$ cat src/rtl/ibus_dma_if.sv
// Memory-side and iobuf-side bus bundle for ibus_dma.
// The master modport is the DMA engine; slave is the memory/iobuf side.
interface ibus_dma_if;
  logic        mem_req;
  logic        mem_we;
  logic [15:0] mem_adr;
  logic [15:0] mem_wdata;
  logic        mem_gnt;
  logic [15:0] mem_rdata;
  logic        ren;
  logic [15:0] ibus_radr;
  logic [15:0] ibus_rdata;
  logic        wen;
  logic [15:0] ibus_wadr;
  logic [15:0] ibus_wdata;

  modport master (
    output mem_req, mem_we, mem_adr, mem_wdata, ren, ibus_radr, wen, ibus_wadr, ibus_wdata,
    input  mem_gnt, mem_rdata, ibus_rdata
  );

  modport slave (
    input  mem_req, mem_we, mem_adr, mem_wdata, ren, ibus_radr, wen, ibus_wadr, ibus_wdata,
    output mem_gnt, mem_rdata, ibus_rdata
  );
endinterface

$ cat src/rtl/ibus_dma.sv
// Block copy engine between CPU data memory and the systolic iobuf bus,
// with optional auto-start write after a memory->iobuf load.
module ibus_dma #(
  parameter int          LEN_W     = 10,
  parameter logic [15:0] START_ADR = 16'hFFF0
) (
  input  logic             clk,
  input  logic             rst,
  input  logic             csr_we,
  input  logic [2:0]       csr_adr,
  input  logic [15:0]      csr_wdata,
  output logic [15:0]      csr_rdata,
  ibus_dma_if.master       bus,
  output logic             irq
);

  typedef enum logic [2:0] {IDLE, RD, RWAIT, WR, KICK, DONE} state_t;

  state_t           state;
  logic [15:0]      src_q, dst_q;
  logic [LEN_W-1:0] len_q;
  logic             dir_q, auto_q;
  logic [15:0]      cur_src, cur_dst;
  logic [LEN_W-1:0] cur_cnt;
  logic             cur_dir, cur_auto;
  logic             done_q;

  logic        busy, csr_wr, go;
  logic [15:0] nxt_src, nxt_dst;

  assign busy    = (state != IDLE);
  assign csr_wr  = csr_we && !busy;
  assign go      = csr_wr && (csr_adr == 3'd3) && csr_wdata[0];
  assign nxt_src = cur_src + 16'd1;
  assign nxt_dst = cur_dst + 16'd1;
  assign irq     = done_q;

  // Programming registers; frozen while a transfer is in flight.
  always_ff @(posedge clk or posedge rst) begin
    if (rst) begin
      src_q  <= '0;
      dst_q  <= '0;
      len_q  <= '0;
      dir_q  <= 1'b0;
      auto_q <= 1'b0;
    end else if (csr_wr) begin
      case (csr_adr)
        3'd0: src_q <= csr_wdata;
        3'd1: dst_q <= csr_wdata;
        3'd2: len_q <= csr_wdata[LEN_W-1:0];
        3'd3: begin
          dir_q  <= csr_wdata[1];
          auto_q <= csr_wdata[2];
        end
        default: ;
      endcase
    end
  end

  always_comb begin
    csr_rdata = '0;
    case (csr_adr)
      3'd0: csr_rdata = src_q;
      3'd1: csr_rdata = dst_q;
      3'd2: csr_rdata[LEN_W-1:0] = len_q;
      3'd3: csr_rdata[2:1] = {auto_q, dir_q};
      3'd4: begin
        csr_rdata[0]          = busy;
        csr_rdata[1]          = done_q;
        csr_rdata[6 +: LEN_W] = cur_cnt;
      end
      default: ;
    endcase
  end

  // Transfer FSM. Bus outputs are registered and set on entry to the state
  // that owns them, so each strobe lines up exactly with its state.
  always_ff @(posedge clk or posedge rst) begin
    if (rst) begin
      state          <= IDLE;
      cur_src        <= '0;
      cur_dst        <= '0;
      cur_cnt        <= '0;
      cur_dir        <= 1'b0;
      cur_auto       <= 1'b0;
      done_q         <= 1'b0;
      bus.mem_req    <= 1'b0;
      bus.mem_we     <= 1'b0;
      bus.mem_adr    <= '0;
      bus.mem_wdata  <= '0;
      bus.ren        <= 1'b0;
      bus.ibus_radr  <= '0;
      bus.wen        <= 1'b0;
      bus.ibus_wadr  <= '0;
      bus.ibus_wdata <= '0;
    end else begin
      if (csr_we && (csr_adr == 3'd4) && csr_wdata[1]) done_q <= 1'b0;
      case (state)
        IDLE: if (go) begin
          done_q   <= 1'b0;
          cur_src  <= src_q;
          cur_dst  <= dst_q;
          cur_cnt  <= len_q;
          cur_dir  <= csr_wdata[1];
          cur_auto <= csr_wdata[2];
          if (len_q == '0) begin
            state <= DONE;
          end else begin
            state <= RD;
            if (csr_wdata[1]) begin
              bus.ren       <= 1'b1;
              bus.ibus_radr <= src_q;
            end else begin
              bus.mem_req <= 1'b1;
              bus.mem_we  <= 1'b0;
              bus.mem_adr <= src_q;
            end
          end
        end
        RD: begin
          if (cur_dir) begin
            bus.ren <= 1'b0;
            state   <= RWAIT;
          end else if (bus.mem_gnt) begin
            bus.mem_req <= 1'b0;
            state       <= RWAIT;
          end
        end
        RWAIT: begin
          state <= WR;
          if (cur_dir) begin
            bus.mem_req   <= 1'b1;
            bus.mem_we    <= 1'b1;
            bus.mem_adr   <= cur_dst;
            bus.mem_wdata <= bus.ibus_rdata;
          end else begin
            bus.wen        <= 1'b1;
            bus.ibus_wadr  <= cur_dst;
            bus.ibus_wdata <= bus.mem_rdata;
          end
        end
        WR: if (!cur_dir || bus.mem_gnt) begin
          bus.wen     <= 1'b0;
          bus.mem_req <= 1'b0;
          bus.mem_we  <= 1'b0;
          cur_src     <= nxt_src;
          cur_dst     <= nxt_dst;
          cur_cnt     <= cur_cnt - LEN_W'(1);
          if (cur_cnt == LEN_W'(1)) begin
            if (!cur_dir && cur_auto) begin
              state          <= KICK;
              bus.wen        <= 1'b1;
              bus.ibus_wadr  <= START_ADR;
              bus.ibus_wdata <= 16'h0001;
            end else begin
              state <= DONE;
            end
          end else begin
            state <= RD;
            if (cur_dir) begin
              bus.ren       <= 1'b1;
              bus.ibus_radr <= nxt_src;
            end else begin
              bus.mem_req <= 1'b1;
              bus.mem_adr <= nxt_src;
            end
          end
        end
        KICK: begin
          bus.wen <= 1'b0;
          state   <= DONE;
        end
        DONE: begin
          done_q <= 1'b1;  // after the W1C above, so a same-cycle clear loses
          state  <= IDLE;
        end
        default: state <= IDLE;
      endcase
    end
  end

endmodule

$ cat src/flat_wrapper.sv
// flat-port wrapper written by rule: the top's interface ports become plain ports
module ibus_dma_flat 
#(
  parameter int          LEN_W     = 10,
  parameter logic [15:0] START_ADR = 16'hFFF0
)
  (clk, rst, csr_we, csr_adr, csr_wdata, csr_rdata, irq, bus_mem_req, bus_mem_we, bus_mem_adr, bus_mem_wdata, bus_ren, bus_ibus_radr, bus_wen, bus_ibus_wadr, bus_ibus_wdata, bus_mem_gnt, bus_mem_rdata, bus_ibus_rdata);
  ibus_dma_if bus_i ();
  input  logic clk;
  input  logic rst;
  input  logic csr_we;
  input  logic [2:0] csr_adr;
  input  logic [15:0] csr_wdata;
  output logic [15:0] csr_rdata;
  output logic irq;
  output wire logic [$bits(bus_i.mem_req)-1:0] bus_mem_req;
  output wire logic [$bits(bus_i.mem_we)-1:0] bus_mem_we;
  output wire logic [$bits(bus_i.mem_adr)-1:0] bus_mem_adr;
  output wire logic [$bits(bus_i.mem_wdata)-1:0] bus_mem_wdata;
  output wire logic [$bits(bus_i.ren)-1:0] bus_ren;
  output wire logic [$bits(bus_i.ibus_radr)-1:0] bus_ibus_radr;
  output wire logic [$bits(bus_i.wen)-1:0] bus_wen;
  output wire logic [$bits(bus_i.ibus_wadr)-1:0] bus_ibus_wadr;
  output wire logic [$bits(bus_i.ibus_wdata)-1:0] bus_ibus_wdata;
  input wire logic [$bits(bus_i.mem_gnt)-1:0] bus_mem_gnt;
  input wire logic [$bits(bus_i.mem_rdata)-1:0] bus_mem_rdata;
  input wire logic [$bits(bus_i.ibus_rdata)-1:0] bus_ibus_rdata;
  assign bus_mem_req = bus_i.mem_req;
  assign bus_mem_we = bus_i.mem_we;
  assign bus_mem_adr = bus_i.mem_adr;
  assign bus_mem_wdata = bus_i.mem_wdata;
  assign bus_ren = bus_i.ren;
  assign bus_ibus_radr = bus_i.ibus_radr;
  assign bus_wen = bus_i.wen;
  assign bus_ibus_wadr = bus_i.ibus_wadr;
  assign bus_ibus_wdata = bus_i.ibus_wdata;
  assign bus_i.mem_gnt = bus_mem_gnt;
  assign bus_i.mem_rdata = bus_mem_rdata;
  assign bus_i.ibus_rdata = bus_ibus_rdata;
  ibus_dma #(.LEN_W(LEN_W), .START_ADR(START_ADR)) u_core (.clk(clk), .rst(rst), .csr_we(csr_we), .csr_adr(csr_adr), .csr_wdata(csr_wdata), .csr_rdata(csr_rdata), .bus(bus_i), .irq(irq));
endmodule
$ cat config.mk
export PLATFORM = sky130hd
export DESIGN_NAME = ibus_dma_flat
export DESIGN_NICKNAME = d
export VERILOG_FILES = /design/src/rtl/ibus_dma_if.sv /design/src/rtl/ibus_dma.sv /design/src/flat_wrapper.sv
export SDC_FILE = /design/constraint.sdc
export NUM_CORES = 1
export LEC_CHECK = 0
export CORE_UTILIZATION = 55
export CTS_BUF_LIST = sky130_fd_sc_hd__clkbuf_8
export DETAILED_ROUTE_END_ITERATION = 6
export PLACE_DENSITY = 0.84
export SYNTH_ARGS = -nofsm -noshare
export SYNTH_HDL_FRONTEND = slang
export SYNTH_SLANG_ARGS = --single-unit
$ cat constraint.sdc
create_clock -name clk -period 6.9 [get_ports clk]
set_clock_uncertainty 0.1 [all_clocks]
set_input_delay 1.38 -clock clk [delete_from_list [all_inputs] [get_ports clk]]
set_output_delay 1.38 -clock clk [all_outputs]
set_load 0.02 [all_outputs]
== Word-level counts from Yosys, hierarchy flattened ==
Cells that the tools add are included.
Cells by class
  add/sub/neg operators: 3
  eq/ne operators: 26
  muxes and demuxes: 78
  reductions and logical operators: 34
Operators with widths (number)
  $mux W16: 25
  $pmux W16 S2: 5
  $pmux W16 S3: 1
  $add A16 B1 Y16 const B: 2
  $mux W1: 26
  $reduce_and A8 Y1: 3
  $mux W10: 2
  $pmux W10 S2: 1
  $mux W3: 6
  $pmux W6 S3: 1
  $ne A2 B2 Y1 const B: 8
  $pmux W4 S4: 1
  $pmux W3 S5: 1
  $ne A2 B1 Y1 const B: 7
  $eq A3 B2 Y1 const B: 4
  $pmux W1 S4: 3
  $reduce_and A2 Y1: 6
  $reduce_bool A3 Y1: 4
  $eq A10 B1 Y1 const B: 1
  $logic_not A10 Y1: 1
  $sub A10 B1 Y10 const B: 1
  $eq A3 B3 Y1 const B: 3
  $pmux W1 S3: 3
  $pmux W3 S3: 1
  14 further kinds: 25
Word-level totals
  bits in registers: 176
  bits of input ports: 55
  word-level logic and storage cells: 162

== Depth between registers and ports, before layout ==
  depth in word-level cells: 7
  gate-level depth with buffers: 9
  depth with buffers taken out: 7

== Worst setup path before layout ==
Ideal clock, no wire load.
  kind: input -> output
  start point: input port csr_adr[2]
  end point: output port csr_rdata[0]
  data arrival time: 2.650 ns
  required time: 5.420 ns
  slack: 2.770 ns
  cell stages on the path: 5
  path buffers: 2
  path through: buf_2 > nor2b_1 > clkbuf_1 > a21oi_1 > o21ai_0
Between the ends
  longest elaborated chain between the ends: 2
Ends and longest elaborated chain
  start: declaration: RTL line flat_wrapper.sv:12  | input logic [2:0] csr_adr;
  $eq A3 B3 Y1, or another cell as far along: RTL line ibus_dma.sv:62  | case (csr_adr)
  $pmux W1 S4 (*): RTL line ibus_dma.sv:62
  end: declaration: RTL line flat_wrapper.sv:14  | output logic [15:0] csr_rdata;
Every way passes the cells marked *; elsewhere a longest branch is shown, timed or not.

== Final worst setup path ==
  start point: input port csr_adr[2]
  end point: output port csr_rdata[1]
Between the ends
  longest elaborated chain between the ends: 2
Ends and longest elaborated chain (RTL line)
  $eq A3 B3 Y1, or another cell as far along: ibus_dma.sv:62
  $pmux W1 S5 (*): ibus_dma.sv:62
Marked as above.

==> results.yml <==
grt:
  grt-ovfl-total: 0
  first_global_vias: 6735
  grt_pass1_wl_um: 36620
  grt_antenna_before_repair: 0
  grt_max_degree: 77
  grtUsageTotal_pct: 29.07
pwr:
  power.total_mw: 5.257
  cellPowerDensity_mw_per_mm2: 480.8
  p_leak_nw: 4.598
  peakVddDrop_uv: 207.9
yosys:
  synth_ff_type: "dfrtp_1"
  ys_ff_latch: 176
  synth_warnings: 0
  syn-num-nets: 939
  synth_cell_types: 63
  ys_async_sr_fraction_pct: 100.0
  synth_seq_area_share_pct: 49.66
  synth_area_mm2: 0.008869
  synthCells: 880
  avgSynthCellArea_um2: 10.08
  synth_edf_count: 0
floorplan:
  rows: 46
  start_util_pct: 56.03
  die_area_mm2: 0.01664
  fp.dieW_um: 129.0
  die_h_um: 129.0
  core_mm2: 0.01583
  ios: 156
critical_path:
  criticalPathCategory: "primary input to output pin"
  cp-start-kind: "primary input"
  rr_worst_depth: 6
  cp_data_arrival_time_ps: 3920
  cp_slowest_cell: "nor2b_1"
  cpPeakStageDelay_ps: 840
  crit_chain: "clkdlybuf4s50_1, buf_4, nor2b_1, a22oi_1, o22ai_1, clkdlybuf4s50_1"
  worstPathMaxFanout: 19
  required_ps: 5420
  worst_path_most_repeated_cell: "clkdlybuf4s50_1"
  crit_path_end_kind: "output pin"
placement:
  gp_congestion: 0.8830
  port-buffer-count: 155
  place_hpwl_um: 16130
clock_network:
  post-cts-setup-buffers: 0
  cts.reportedPaths.clkPinSlew_ps: 90
  ctsResizeCount: 0
  cts_tree: "done"
  htreeDepth: 4
  hold_buffers: 0
  clk_latency_ps: 470
  cts_root_buf: "clkbuf_8"
  clk_path_buf_depth: 2
  numClockSinks: 176
  cts_buffers: 17
timing:
  slew_headroom_pct: 18.63
  final.setup.tns_ps: 0
  finalSetupViolCount: 0
  period_share_pct: 78.21
  finalCriticalPeriod_ps: 5397
  hold_viol_final: 0
  grt_setup_unrepaired: "no"
  tightest_slew_ps: 1221
  slew_violations: 0
  fmax_mhz: 185.3
cells_and_area:
  utilization_pct: 69.08
  area_growth_pct: 23.29
  fillers: 1226
  drive_gt1_share_pct: 15.54
  final_nets: 1064
  diodes: 0
  multi_input_area_mm2: 0.004159
  seqCellArea_mm2: 0.004404
routing:
  drtIter0Drc: 745
  wl_per_cell_um: 18.81
  via_per_inst: 6.010
  drc: 0
  routed-via-count: 7410
  firstDrtPassIters: 7
  drt-total-wl_um: 23190
  ant_nets: 0
min_path:
  hp-class: "register to register"
  holdPathStages: 2
run_status:
  outcome: "finished, final reports clean"
job:
  maxCapViolations: 0
stage by stage:
stage | cell area [um^2] | hold slack (ps) | std cells | worst slack, ps
2_1_floorplan | 8869 | 373.6 | 880 | 646.4
3_3_place_gp | 10530 | 359.1 | 1202 | 1580
3_5_place_dp | 10530 | 371.9 | 1202 | 1508
4_1_cts | 10930 | 392.0 | 1233 | 1501
5_1_grt | 10930 | 411.1 | 1233 | 1294
6_report | 10930 | 384.2 | 1233 | 1503
area by class of cell:
class	count	area share, %
clock inverters	11	1.190
well taps	216	2.472
repair buffers	167	15.01
clock buffers	20	2.517
inverters	13	0.4920
flip-flops and latches	176	40.28
multi-input cells	630	38.04
layout by cell type, fill, tap and decap left out, types with 12 or more instances in the layout:
master and instances:
mux2_2 93, clkbuf_8 20, nand2_1 95, o21ai_0 74, o22ai_1 13, o22a_1 12, buf_4 12, clkdlybuf4s50_1 155
a21oi_1 75, nor2_1 68, nand3_1 26, mux2i_1 17, dfrtp_1 176
power breakdown:
group          internal (mW)  switching (mW)  leakage [nW]
Combinational           1.18            1.35          2.19
Clock                  0.352           0.377         0.194
Sequential              1.49           0.508          2.21
Total                   3.03            2.23          4.60
worst max-delay path, delay by kind of cell:
kind | cells | cell delay (ps)
buf+inv | 3 | 1250
simple gates | 1 | 840
compound gates | 2 | 440
Yosys cell counts, types with 7 or more instances:
cell | instances | share of area, %
a21oi_1 | 75 | 4.2
a31oi_1 | 7 | 0.49
buf_2 | 11 | 0.62
clkbuf_1 | 41 | 1.7
dfrtp_1 | 176 | 50
inv_1 | 12 | 0.51
mux2_2 | 93 | 12
mux2_4 | 7 | 1.2
mux2i_1 | 17 | 1.9
nand2_1 | 95 | 4.0
nand2b_1 | 9 | 0.63
nand3_1 | 26 | 1.5
nand4_1 | 7 | 0.49
nor2_1 | 68 | 2.9
nor3_1 | 11 | 0.62
nor3b_1 | 9 | 0.76
nor4_1 | 7 | 0.49
o21ai_0 | 74 | 4.2
o22a_1 | 12 | 1.2
o22ai_1 | 13 | 0.92
xnor2_1 | 10 | 0.99
metal layers:
layer	GRT usage, %	up-vias	routed length (um)
met1	41.87	3646	10090
met4	9.412	0	341
met5	0	-	0
li1	-	3406	-
met2	44.42	328	10780
met3	5.613	30	1986
logic make-up after synthesis:
kind of cell | share of synthesized area, %
AND/OR/NAND/NOR | 14.22
buffers and inverters | 3.541
flip-flops | 49.66
AO/OA/AOI/OAI | 15.46
multiplexers | 15.17
adder cells (fa/ha/maj) | 0.5644
XOR/XNOR | 1.383
final timing paths:
| kind | start | to | slack (ps) |
|---|---|---|---|
| max in group asynchronous | rst | u_core.bus.ibus_wdata[6]$_DFFE_PP0P_ | 4200 |
| setup / recovery | csr_adr[2] | csr_rdata[1] | 1500 |
| setup reg to reg | u_core.state[0]$_DFFE_PP0P_ | u_core.cur_src[12]$_DFFE_PP0P_ | 3940 |
| min in group asynchronous | rst | u_core.bus.mem_wdata[15]$_DFFE_PP0P_ | 1230 |
| hold reg to reg | u_core.bus.ibus_wdata[15]$_DFFE_PP0P_ | u_core.bus.ibus_wdata[15]$_DFFE_PP0P_ | 380 |
| hold / removal | u_core.bus.ibus_wdata[15]$_DFFE_PP0P_ | u_core.bus.ibus_wdata[15]$_DFFE_PP0P_ | 380 |
No activity file was read; power rests on OpenSTA's default activity.
